## src/rtl/uart_rx_frame_ctrl.sv

```systemverilog
// UART receive frame controller: parses [HDR][LEN][PAYLOAD][CHK] byte streams,
// buffers the payload and holds each good frame until the consumer accepts it.
module uart_rx_frame_ctrl #(
  parameter logic [7:0] HDR_BYTE    = 8'hAA,
  parameter int         MAX_LEN     = 16,
  parameter int         TIMEOUT_CYC = 50000
) (
  input  logic       CLK,
  input  logic       RSTn,
  input  logic       RX_Done_Sig,
  input  logic [7:0] RX_Data,
  output logic       RX_En_Sig,
  output logic       Frm_Valid,
  input  logic       Frm_Ready,
  output logic [4:0] Frm_Len,
  input  logic [3:0] Frm_Rd_Addr,
  output logic [7:0] Frm_Rd_Data,
  output logic       Err_Chk,
  output logic       Err_Len,
  output logic       Err_Tmo,
  output logic       Err_Ovf
);

  localparam int CNT_W = (TIMEOUT_CYC > 1) ? $clog2(TIMEOUT_CYC) : 1;

  typedef enum logic [2:0] {IDLE, LEN, PAYLOAD, CHK, HOLD} state_t;

  state_t             state_reg, state_next;
  logic [4:0]         len_reg, len_next;
  logic [7:0]         sum_reg, sum_next;
  logic [3:0]         idx_reg, idx_next;
  logic [CNT_W-1:0]   cnt_reg, cnt_next;
  logic               en_reg, en_next;
  logic               err_chk_reg, err_chk_next;
  logic               err_len_reg, err_len_next;
  logic               err_tmo_reg, err_tmo_next;
  logic               err_ovf_reg, err_ovf_next;
  logic               buf_we;
  logic               in_frame;
  logic [7:0]         buf_reg [MAX_LEN];

  always_ff @(posedge CLK or negedge RSTn) begin
    if (!RSTn) begin
      state_reg   <= IDLE;
      len_reg     <= '0;
      sum_reg     <= '0;
      idx_reg     <= '0;
      cnt_reg     <= '0;
      en_reg      <= 1'b0;
      err_chk_reg <= 1'b0;
      err_len_reg <= 1'b0;
      err_tmo_reg <= 1'b0;
      err_ovf_reg <= 1'b0;
    end else begin
      state_reg   <= state_next;
      len_reg     <= len_next;
      sum_reg     <= sum_next;
      idx_reg     <= idx_next;
      cnt_reg     <= cnt_next;
      en_reg      <= en_next;
      err_chk_reg <= err_chk_next;
      err_len_reg <= err_len_next;
      err_tmo_reg <= err_tmo_next;
      err_ovf_reg <= err_ovf_next;
    end
  end

  // One register per payload slot so the whole buffer clears on reset.
  genvar gi;
  generate
    for (gi = 0; gi < MAX_LEN; gi++) begin : g_buf
      always_ff @(posedge CLK or negedge RSTn) begin
        if (!RSTn)
          buf_reg[gi] <= 8'h00;
        else if (buf_we && (idx_reg == 4'(gi)))
          buf_reg[gi] <= RX_Data;
      end
    end
  endgenerate

  assign in_frame = (state_reg == LEN) || (state_reg == PAYLOAD) || (state_reg == CHK);

  always_comb begin
    state_next   = state_reg;
    len_next     = len_reg;
    sum_next     = sum_reg;
    idx_next     = idx_reg;
    cnt_next     = '0;
    err_chk_next = 1'b0;
    err_len_next = 1'b0;
    err_tmo_next = 1'b0;
    err_ovf_next = 1'b0;
    buf_we       = 1'b0;

    case (state_reg)
      IDLE: begin
        if (RX_Done_Sig && (RX_Data == HDR_BYTE))
          state_next = LEN;
      end
      LEN: begin
        if (RX_Done_Sig) begin
          if ((RX_Data != 8'h00) && (RX_Data <= 8'(MAX_LEN))) begin
            len_next   = RX_Data[4:0];
            sum_next   = RX_Data;
            idx_next   = '0;
            state_next = PAYLOAD;
          end else begin
            err_len_next = 1'b1;
            state_next   = IDLE;
          end
        end
      end
      PAYLOAD: begin
        if (RX_Done_Sig) begin
          buf_we   = 1'b1;
          sum_next = sum_reg + RX_Data;
          if ({1'b0, idx_reg} == (len_reg - 5'd1))
            state_next = CHK;
          else
            idx_next = idx_reg + 4'd1;
        end
      end
      CHK: begin
        if (RX_Done_Sig) begin
          if (RX_Data == sum_reg) begin
            state_next = HOLD;
          end else begin
            err_chk_next = 1'b1;
            state_next   = IDLE;
          end
        end
      end
      HOLD: begin
        // A byte arriving while held is lost even if the frame is accepted now.
        if (RX_Done_Sig)
          err_ovf_next = 1'b1;
        if (Frm_Ready)
          state_next = IDLE;
      end
      default: state_next = IDLE;
    endcase

    // A byte landing in the expiry cycle keeps the frame alive.
    if (in_frame && !RX_Done_Sig) begin
      if (cnt_reg == CNT_W'(TIMEOUT_CYC - 1)) begin
        err_tmo_next = 1'b1;
        state_next   = IDLE;
      end else begin
        cnt_next = cnt_reg + 1'b1;
      end
    end

    en_next = (state_next != HOLD);
  end

  assign RX_En_Sig   = en_reg;
  assign Frm_Valid   = (state_reg == HOLD);
  assign Frm_Len     = len_reg;
  assign Frm_Rd_Data = ({1'b0, Frm_Rd_Addr} < len_reg) ? buf_reg[Frm_Rd_Addr] : 8'h00;
  assign Err_Chk     = err_chk_reg;
  assign Err_Len     = err_len_reg;
  assign Err_Tmo     = err_tmo_reg;
  assign Err_Ovf     = err_ovf_reg;

endmodule
```

## config.mk

```make
export PLATFORM = sky130hd
export DESIGN_NAME = uart_rx_frame_ctrl
export DESIGN_NICKNAME = d
export VERILOG_FILES = /design/src/rtl/uart_rx_frame_ctrl.sv
export SDC_FILE = /design/constraint.sdc
export NUM_CORES = 1
export LEC_CHECK = 0
export CAP_MARGIN = 40
export CORE_ASPECT_RATIO = 1.1
export CORE_MARGIN = 5
export CORE_UTILIZATION = 58
export CTS_CLUSTER_SIZE = 8
export DETAILED_ROUTE_END_ITERATION = 6
export DONT_BUFFER_PORTS = 1
export PLACE_DENSITY = 0.76
export REMOVE_ABC_BUFFERS = 1
export SETUP_SLACK_MARGIN = 0.3
export SYNTH_ARGS = -nofsm -noshare
export SYNTH_HDL_FRONTEND = slang
export SYNTH_SLANG_ARGS = --single-unit
```

## constraint.sdc

```tcl
create_clock -name CLK -period 2.22 [get_ports CLK]
set_input_delay 0.111 -clock CLK [delete_from_list [all_inputs] [get_ports CLK]]
set_output_delay 0.111 -clock CLK [all_outputs]
set_load 0.02 [all_outputs]
```

# After elaboration in Yosys (flattened, before gate mapping)
# Cells that the tools add are included.
[totals] ff_bits=169 latchBits=0 mem_bits_rw=0 romBits=0 input_bits=16 out_inout_bits=19 word_cells=128 memories=0
[op_classes] add_sub_neg=4 multipliers=0 div=0 n_lt_le_gt_ge=3 eq_ne=28 shifts=0 mux=37 n_bitwise=1 reduce_logical=29
[ops] op="2-to-1 mux 8 bit" count=6
[ops] op="binary-select mux 8 bit (select 4 bit)" count=1
[ops] op="== test 4 bit, second input constant" count=8
[ops] op="2-to-1 mux 16 bit" count=2
[ops] op="2-to-1 mux 3 bit" count=9
[ops] op="logical AND 1 bit" count=19
[ops] op="adder 16 x 1 -> 16 bit, second input constant" count=1
[ops] op="== test 16 bit, second input constant" count=1
[ops] op="== test 4 x 3 -> 1 bit, second input constant" count=4
[ops] op="2-to-1 mux 4 bit" count=4
[ops] op="one-hot mux 8 bit (2 select lines)" count=1
[ops] op="one-hot mux 3 bit (5 select lines)" count=1
[ops] op="2-to-1 mux 1 bit" count=11
[ops] op="adder 8 bit" count=1
[ops] op="== test 4 x 2 -> 1 bit, second input constant" count=2
[ops] op="== test 8 bit" count=1
[ops] op="== test 8 bit, second input constant" count=1
[ops] op="<= comparator 8 x 5 -> 1 bit, second input constant" count=1
[ops] op="one-hot mux 4 bit (2 select lines)" count=1
[ops] op="nonzero test 8 bit" count=1
[ops] op="== test 3 x 2 -> 1 bit, second input constant" count=2
[ops] op="!= test 2 bit, second input constant" count=3
[ops] op="== test 4 x 5 -> 1 bit" count=1
[ops] op=">= comparator 5 bit, second input constant" count=1
[ops] op="other kinds (18)" count=19

# Depth between registers and ports, before layout
[logic_depth] word_depth=8 ltp_mapped=8 depth_no_buf=8

# Worst setup path before layout
# No wires, ideal clock.
[synth_path] path_kind="register to register" start="register len_reg[0], in the netlist Frm_Len[0]" end="register idx_reg[2]" setup_ns=0.124 arrival_ns=2.100 required_time_ns=2.096 slack_ns=-0.004 path_stages_with_launch=8 path_buffers=0 period_less_slack_ns=2.224 cell_sequence="dfrtp_1 inv_1 ha_1 or3b_1 or4b_4 a311oi_4 or3_1 a21oi_1"
[synth_between] elab_chain_len=4
[synth_lines] item="start, declared" line="29" text="logic [4:0] len_reg, len_next;"
[synth_lines] item="start signal, assigned" line="56" text="len_reg <= len_next;"
[synth_lines] item="subtractor 5 x 1 -> 5 bit" line="117" text="if ({1'b0, idx_reg} == (len_reg - 5'd1))"
[synth_lines] item="== test 4 x 5 -> 1 bit" line="117"
[synth_lines] item="!= test 2 bit (no source line)"
[synth_lines] item="AND reduction 5 bit (no source line)"
[synth_lines] item="end signal, assigned" line="58" text="idx_reg <= idx_next;"
[synth_lines] item="end, declared" line="31" text="logic [3:0] idx_reg, idx_next;"
# No other way between the ends.
# A chain may end at the register's enable or synchronous reset.

# Worst setup path in the final report
[layout_path] start="register buf_reg[105] (netlist bit)" end="output port Frm_Rd_Data[1]"
[layout_between] elab_chain_len=4
[layout_lines] item="start, declared" line="40" text="logic [7:0] buf_reg [MAX_LEN];"
[layout_lines] item="start signal, assigned by index" line="76" text="buf_reg[gi] <= RX_Data;"
[layout_lines] item="binary-select mux 8 bit (select 4 bit)" line="159" text="assign Frm_Rd_Data = ({1'b0, Frm_Rd_Addr} < len_reg) ? buf_reg[Frm_Rd_Addr] : 8'h00;"
[layout_lines] item="2-to-1 mux 8 bit (not written as such) (2 in a row)" line="159"
[layout_lines] item="2-to-1 mux 8 bit" line="159"
[layout_lines] item="end, declared" line="17" text="output logic [7:0] Frm_Rd_Data,"
# No other way between the ends. The select of a mux whose other input is x is not followed.

==> flow_summary.html <==
<table>
<tr><th>Metric</th><th>Value</th></tr>
<tr><th colspan="2">Critical path</th></tr>
<tr><td>Peak per-stage delay on the critical path</td><td>510 ps</td></tr>
<tr><td>Crit path launch type</td><td>flip-flop</td></tr>
<tr><td>Reg-to-Reg End</td><td>idx_reg[2]</td></tr>
<tr><td>Total stage count of the critical path</td><td>4</td></tr>
<tr><td>Required time of the critical path</td><td>2110 ps</td></tr>
<tr><td>Critical Path Sink Type</td><td>output pin</td></tr>
<tr><td>Setup crit end</td><td>Frm_Rd_Data[1]</td></tr>
<tr><td>Cell seen most often among critical-path stages</td><td>sky130_fd_sc_hd__mux4_2</td></tr>
<tr><td>Total buffers and inverters traversed by the critical path</td><td>1</td></tr>
<tr><td>Launching element of the worst setup path</td><td>buf_reg[105]</td></tr>
<tr><td>Ordered cell list for the critical path</td><td>mux4_2, mux4_2, a21boi_1, buf_4</td></tr>
<tr><td>Slowest cell on crit path</td><td>sky130_fd_sc_hd__mux4_2</td></tr>
<tr><td>R2R Path Start</td><td>Frm_Len[1]</td></tr>
<tr><td>Cell family with most CP delay</td><td>multiplexers</td></tr>
<tr><td>Crit path DAT</td><td>2190 ps</td></tr>
<tr><td>Category of the critical setup timing path</td><td>flip-flop to output pin</td></tr>
<tr><td>Register-to-Register Setup Slack</td><td>-50 ps</td></tr>
<tr><td>Worst r2r path cells</td><td>9</td></tr>
<tr><td>Crit-path max FO</td><td>2</td></tr>
<tr><th colspan="2">Clock tree</th></tr>
<tr><td>Number of sinks handled by clock tree synthesis</td><td>169</td></tr>
<tr><td>Max H-tree Level</td><td>4</td></tr>
<tr><td>Clk Latency, worst-skew pair</td><td>430 ps</td></tr>
<tr><td>Hold buffers post-CTS</td><td>10</td></tr>
<tr><td>CTS Root Cell</td><td>sky130_fd_sc_hd__clkbuf_16</td></tr>
<tr><td>Maximum number of buffers from clock root to sink</td><td>2</td></tr>
<tr><td>TritonCTS clock tree</td><td>yes</td></tr>
<tr><td>Clock-pin slew reported for the worst setup and hold paths after clock tree synthesis</td><td>60 ps</td></tr>
<tr><td>Cts bufs inserted</td><td>17</td></tr>
<tr><th colspan="2">Global route</th></tr>
<tr><td>First-pass GRT wire length</td><td>31900 um</td></tr>
<tr><td>Remaining global-route overflow</td><td>0</td></tr>
<tr><td>Number of global-route vias before repair</td><td>5748</td></tr>
<tr><td>Pin count of the biggest net entering global routing</td><td>170</td></tr>
<tr><td>Initial antenna violation count</td><td>0</td></tr>
<tr><td>Total GRT Usage</td><td>24.5%</td></tr>
<tr><th colspan="2">Yosys</th></tr>
<tr><td>EDFF count, synth</td><td>0</td></tr>
<tr><td>FF+latch count, synth</td><td>169</td></tr>
<tr><td>Number of warning messages in the yosys log</td><td>0</td></tr>
<tr><td>Unique masters post-synth</td><td>60</td></tr>
<tr><td>Combined area of all synthesized cells</td><td>8390 um2</td></tr>
<tr><td>Synthesized area divided by synthesized cell count</td><td>13.3 um2</td></tr>
<tr><td>Async set or reset register ratio after synthesis</td><td>100%</td></tr>
<tr><td>Register area share after synthesis</td><td>50.4%</td></tr>
<tr><td>Most used DFF post-synth</td><td>sky130_fd_sc_hd__dfrtp_1</td></tr>
<tr><td>Syn Inst Count</td><td>632</td></tr>
<tr><th colspan="2">STA</th></tr>
<tr><td>Worst-case setup margin in the final layout</td><td>-77.4 ps</td></tr>
<tr><td>Post-route minimum period</td><td>2300 ps</td></tr>
<tr><td>Hold Worst Slack</td><td>-615 ps</td></tr>
<tr><td>Maximum clock frequency</td><td>435 MHz</td></tr>
<tr><td>Max-slew violation count</td><td>0</td></tr>
<tr><td>Post-Route Skew</td><td>7.63 ps</td></tr>
<tr><td>Unrepaired setup endpoints after global routing</td><td>true</td></tr>
<tr><td>Crit share post-route</td><td>103%</td></tr>
<tr><td>Total setup violations reported at the end of the flow</td><td>12</td></tr>
<tr><td>Slew Limit Headroom</td><td>47.1%</td></tr>
<tr><td>Worst-margin pin slew</td><td>791 ps</td></tr>
<tr><td>Final Hold Vio Count</td><td>169</td></tr>
<tr><th colspan="2">Floorplanning</th></tr>
<tr><td>Core area</td><td>14300 um2</td></tr>
<tr><td>Die ar.</td><td>17000 um2</td></tr>
<tr><td>Die width</td><td>125 um</td></tr>
<tr><td>Number of top-level design ports</td><td>35</td></tr>
<tr><td>Rows</td><td>46</td></tr>
<tr><td>Die Height</td><td>136 um</td></tr>
<tr><td>Initial standard-cell utilization of the core</td><td>58.5%</td></tr>
<tr><th colspan="2">Power</th></tr>
<tr><td>Ratio of total power to cell area</td><td>779 nW/um2</td></tr>
<tr><td>Maximum resistive drop on vdd</td><td>0.526 mV</td></tr>
<tr><td>Leakage Power</td><td>4.53 nW</td></tr>
<tr><th colspan="2">Drt</th></tr>
<tr><td>Number of detailed-routing iterations run before antenna repair</td><td>5</td></tr>
<tr><td>Overall routed net length</td><td>20700 um</td></tr>
<tr><td>Via-per-instance ratio</td><td>6.35</td></tr>
<tr><td>Wire length per cell after detailed routing</td><td>23.6 um</td></tr>
<tr><td>Count of antenna-violating nets left after detailed routing</td><td>0</td></tr>
<tr><td>DRC Markers</td><td>0</td></tr>
<tr><td>Via count of the routed design</td><td>5552</td></tr>
<tr><td>Number of design-rule violations left by the first detailed-router iteration</td><td>478</td></tr>
<tr><th colspan="2">Outcome</th></tr>
<tr><td>Result of the run</td><td>finished with violations</td></tr>
<tr><td>Violated checks</td><td>negative hold slack, negative setup slack</td></tr>
<tr><th colspan="2">Job</th></tr>
<tr><td>Max-cap viol count</td><td>0</td></tr>
<tr><th colspan="2">Final layout</th></tr>
<tr><td>Fraction of final layout cells sized beyond drive strength 1</td><td>43.0%</td></tr>
<tr><td>Final-stage net count</td><td>703</td></tr>
<tr><td>Area taken by multi-input logic gates</td><td>4110 um2</td></tr>
<tr><td>Flip-flop count of the largest register after layout</td><td>128</td></tr>
<tr><td>Post-layout util</td><td>68.3%</td></tr>
<tr><td>Relative area change from synthesis to final layout</td><td>16.7%</td></tr>
<tr><td>FF+latch area</td><td>4240 um2</td></tr>
<tr><td>Fillcell total</td><td>953</td></tr>
<tr><td>Count of antenna diodes in the layout</td><td>0</td></tr>
<tr><th colspan="2">Place</th></tr>
<tr><td>GPL Wtd Cong</td><td>0.830</td></tr>
<tr><td>Total of buffers placed on input and output ports</td><td>0</td></tr>
<tr><td>HPWL Detailed</td><td>11900 um</td></tr>
<tr><th colspan="2">Hold path</th></tr>
<tr><td>Type of the tightest min-delay check</td><td>input pin to async pin</td></tr>
</table>
==> per-layer routing <==
layer | vias up | routed length (um) | GRT usage (%)
li1 | 2403 | - | -
met5 | - | 0 | 0
met1 | 2945 | 8530 | 32.3
met2 | 167 | 10600 | 40.2
met4 | 0 | 482 | 9.99
met3 | 37 | 1100 | 4.95
==> metrics by stage <==
step | instances | total power [mW] | TNS (ps) | area [um2] | setup slack [ps]
after floorplan | 593 | 3.98 | -86.2 | 8210 | -43.1
after global placement | 814 | 4.15 | 0 | 8670 | 110
after detailed placement | 814 | 4.20 | 0 | 8670 | 25.5
after CTS | 867 | 7.46 | -325 | 9530 | -47.1
after global routing | 875 | 7.88 | -1130 | 9790 | -126
final | 875 | 7.63 | -532 | 9790 | -77.4
==> cells in the final DEF, fill, tap and decap left out, types with 6 or more instances in the layout <==
cell type,synthesis,routed
sky130_fd_sc_hd__dlygate4sd3_1,0,10
sky130_fd_sc_hd__xnor2_1,10,10
sky130_fd_sc_hd__nand3_1,14,13
sky130_fd_sc_hd__ha_1,16,12
sky130_fd_sc_hd__o21ai_0,27,22
sky130_fd_sc_hd__mux4_2,40,40
sky130_fd_sc_hd__dfrtp_1,169,164
sky130_fd_sc_hd__mux2_2,122,122
sky130_fd_sc_hd__nand4_1,7,7
sky130_fd_sc_hd__clkbuf_16,0,17
sky130_fd_sc_hd__inv_1,16,13
sky130_fd_sc_hd__buf_4,6,34
sky130_fd_sc_hd__nor3_1,14,13
sky130_fd_sc_hd__nand2_1,29,29
sky130_fd_sc_hd__a21boi_2,0,6
sky130_fd_sc_hd__buf_6,0,13
sky130_fd_sc_hd__nor2_1,23,23
sky130_fd_sc_hd__a21oi_1,10,9
==> power breakdown <==
part | internal [mW] | total (mW) | switching [mW]
registers | 3.22 | 3.34 | 0.119
clock network | 1.90 | 3.14 | 1.24
logic | 0.575 | 1.14 | 0.569
total | 5.70 | 7.63 | 1.93
==> synth_stat cells (all sizes together) (2+ instances only) <==
library cell | count | share of area (%)
and2 | 2 | 0.15
nor3b | 2 | 0.31
xnor2 | 10 | 1.0
dfrtp | 169 | 50
mux2 | 122 | 16
mux4 | 40 | 11
a211oi | 3 | 0.27
a21o | 5 | 0.45
nand4 | 7 | 0.52
nor2b | 10 | 0.75
buf | 20 | 1.3
mux2i | 3 | 0.36
a21boi | 9 | 0.81
nand3 | 17 | 1.2
o21a | 3 | 0.27
nand3b | 2 | 0.18
xor2 | 5 | 0.52
inv | 16 | 0.72
nor4 | 6 | 0.52
nor4bb | 2 | 0.24
nor3 | 15 | 0.95
and3 | 4 | 0.30
or3 | 6 | 0.45
or3b | 2 | 0.21
nor4b | 2 | 0.21
o31a | 2 | 0.21
o21ai | 29 | 1.7
a21oi | 11 | 0.70
ha | 16 | 2.4
clkbuf | 19 | 0.85
nand2 | 32 | 1.5
o31ai | 2 | 0.18
nor2 | 24 | 1.1
==> how the worst min path moves through the flow <==
stage,slack [ps],endpoint,depth (start not counted),from
final,-620,cnt_reg[9],0,RSTn
after global placement,-180,cnt_reg[8],0,RSTn
after global routing,-640,cnt_reg[5],0,RSTn
after detailed placement,-180,cnt_reg[8],0,RSTn
after CTS,-630,buf_reg[43],0,RSTn
after floorplan,-180,Err_Chk,0,RSTn
==> what timing repair did <==
item | CTS | global route
pin swaps | 5 | 19
setup buffers | 11 | 7
cloned | 0 | 1
setup endpoints to repair | 22 | 72
endpoints found under the hold margin | 308 | 169
gates resized for setup | 21 | 51
==> cell type report <==
type | count | area share [%]
inverter | 16 | 0.613
timing repair buffer | 58 | 5.33
sequential | 169 | 43.3
clock buffer | 23 | 4.98
clock inverter | 9 | 1.39
tap | 192 | 2.45
multi-input combinational | 408 | 42.0
==> cells by family (layout without fill, tap and decap cells) <==
kind of cell             after synthesis  after routing  share of synthesized area, %
AO/OA/AOI/OAI                         72             72                          5.64
AND/OR/NAND/NOR                      138            138                          9.16
XOR/XNOR                              16             16                          1.83
buffers and inverters                 55            106                          2.86
multiplexers                         165            165                          27.5
flip-flops                           169            169                          50.4
adder cells (fa/ha/maj)               17             17                          2.62
==> worst reg2reg max path: stages, from the launching register on <==
cell	delay, ps
sky130_fd_sc_hd__dfrtp_1	360
sky130_fd_sc_hd__inv_2	80
sky130_fd_sc_hd__buf_12	130
sky130_fd_sc_hd__ha_4	160
sky130_fd_sc_hd__or3b_4	230
sky130_fd_sc_hd__or4b_4	480
sky130_fd_sc_hd__a311oi_4	360
sky130_fd_sc_hd__buf_6	190
sky130_fd_sc_hd__o21ai_2	60
sky130_fd_sc_hd__a21oi_1	150
No activity file was read; power rests on OpenSTA's default activity.
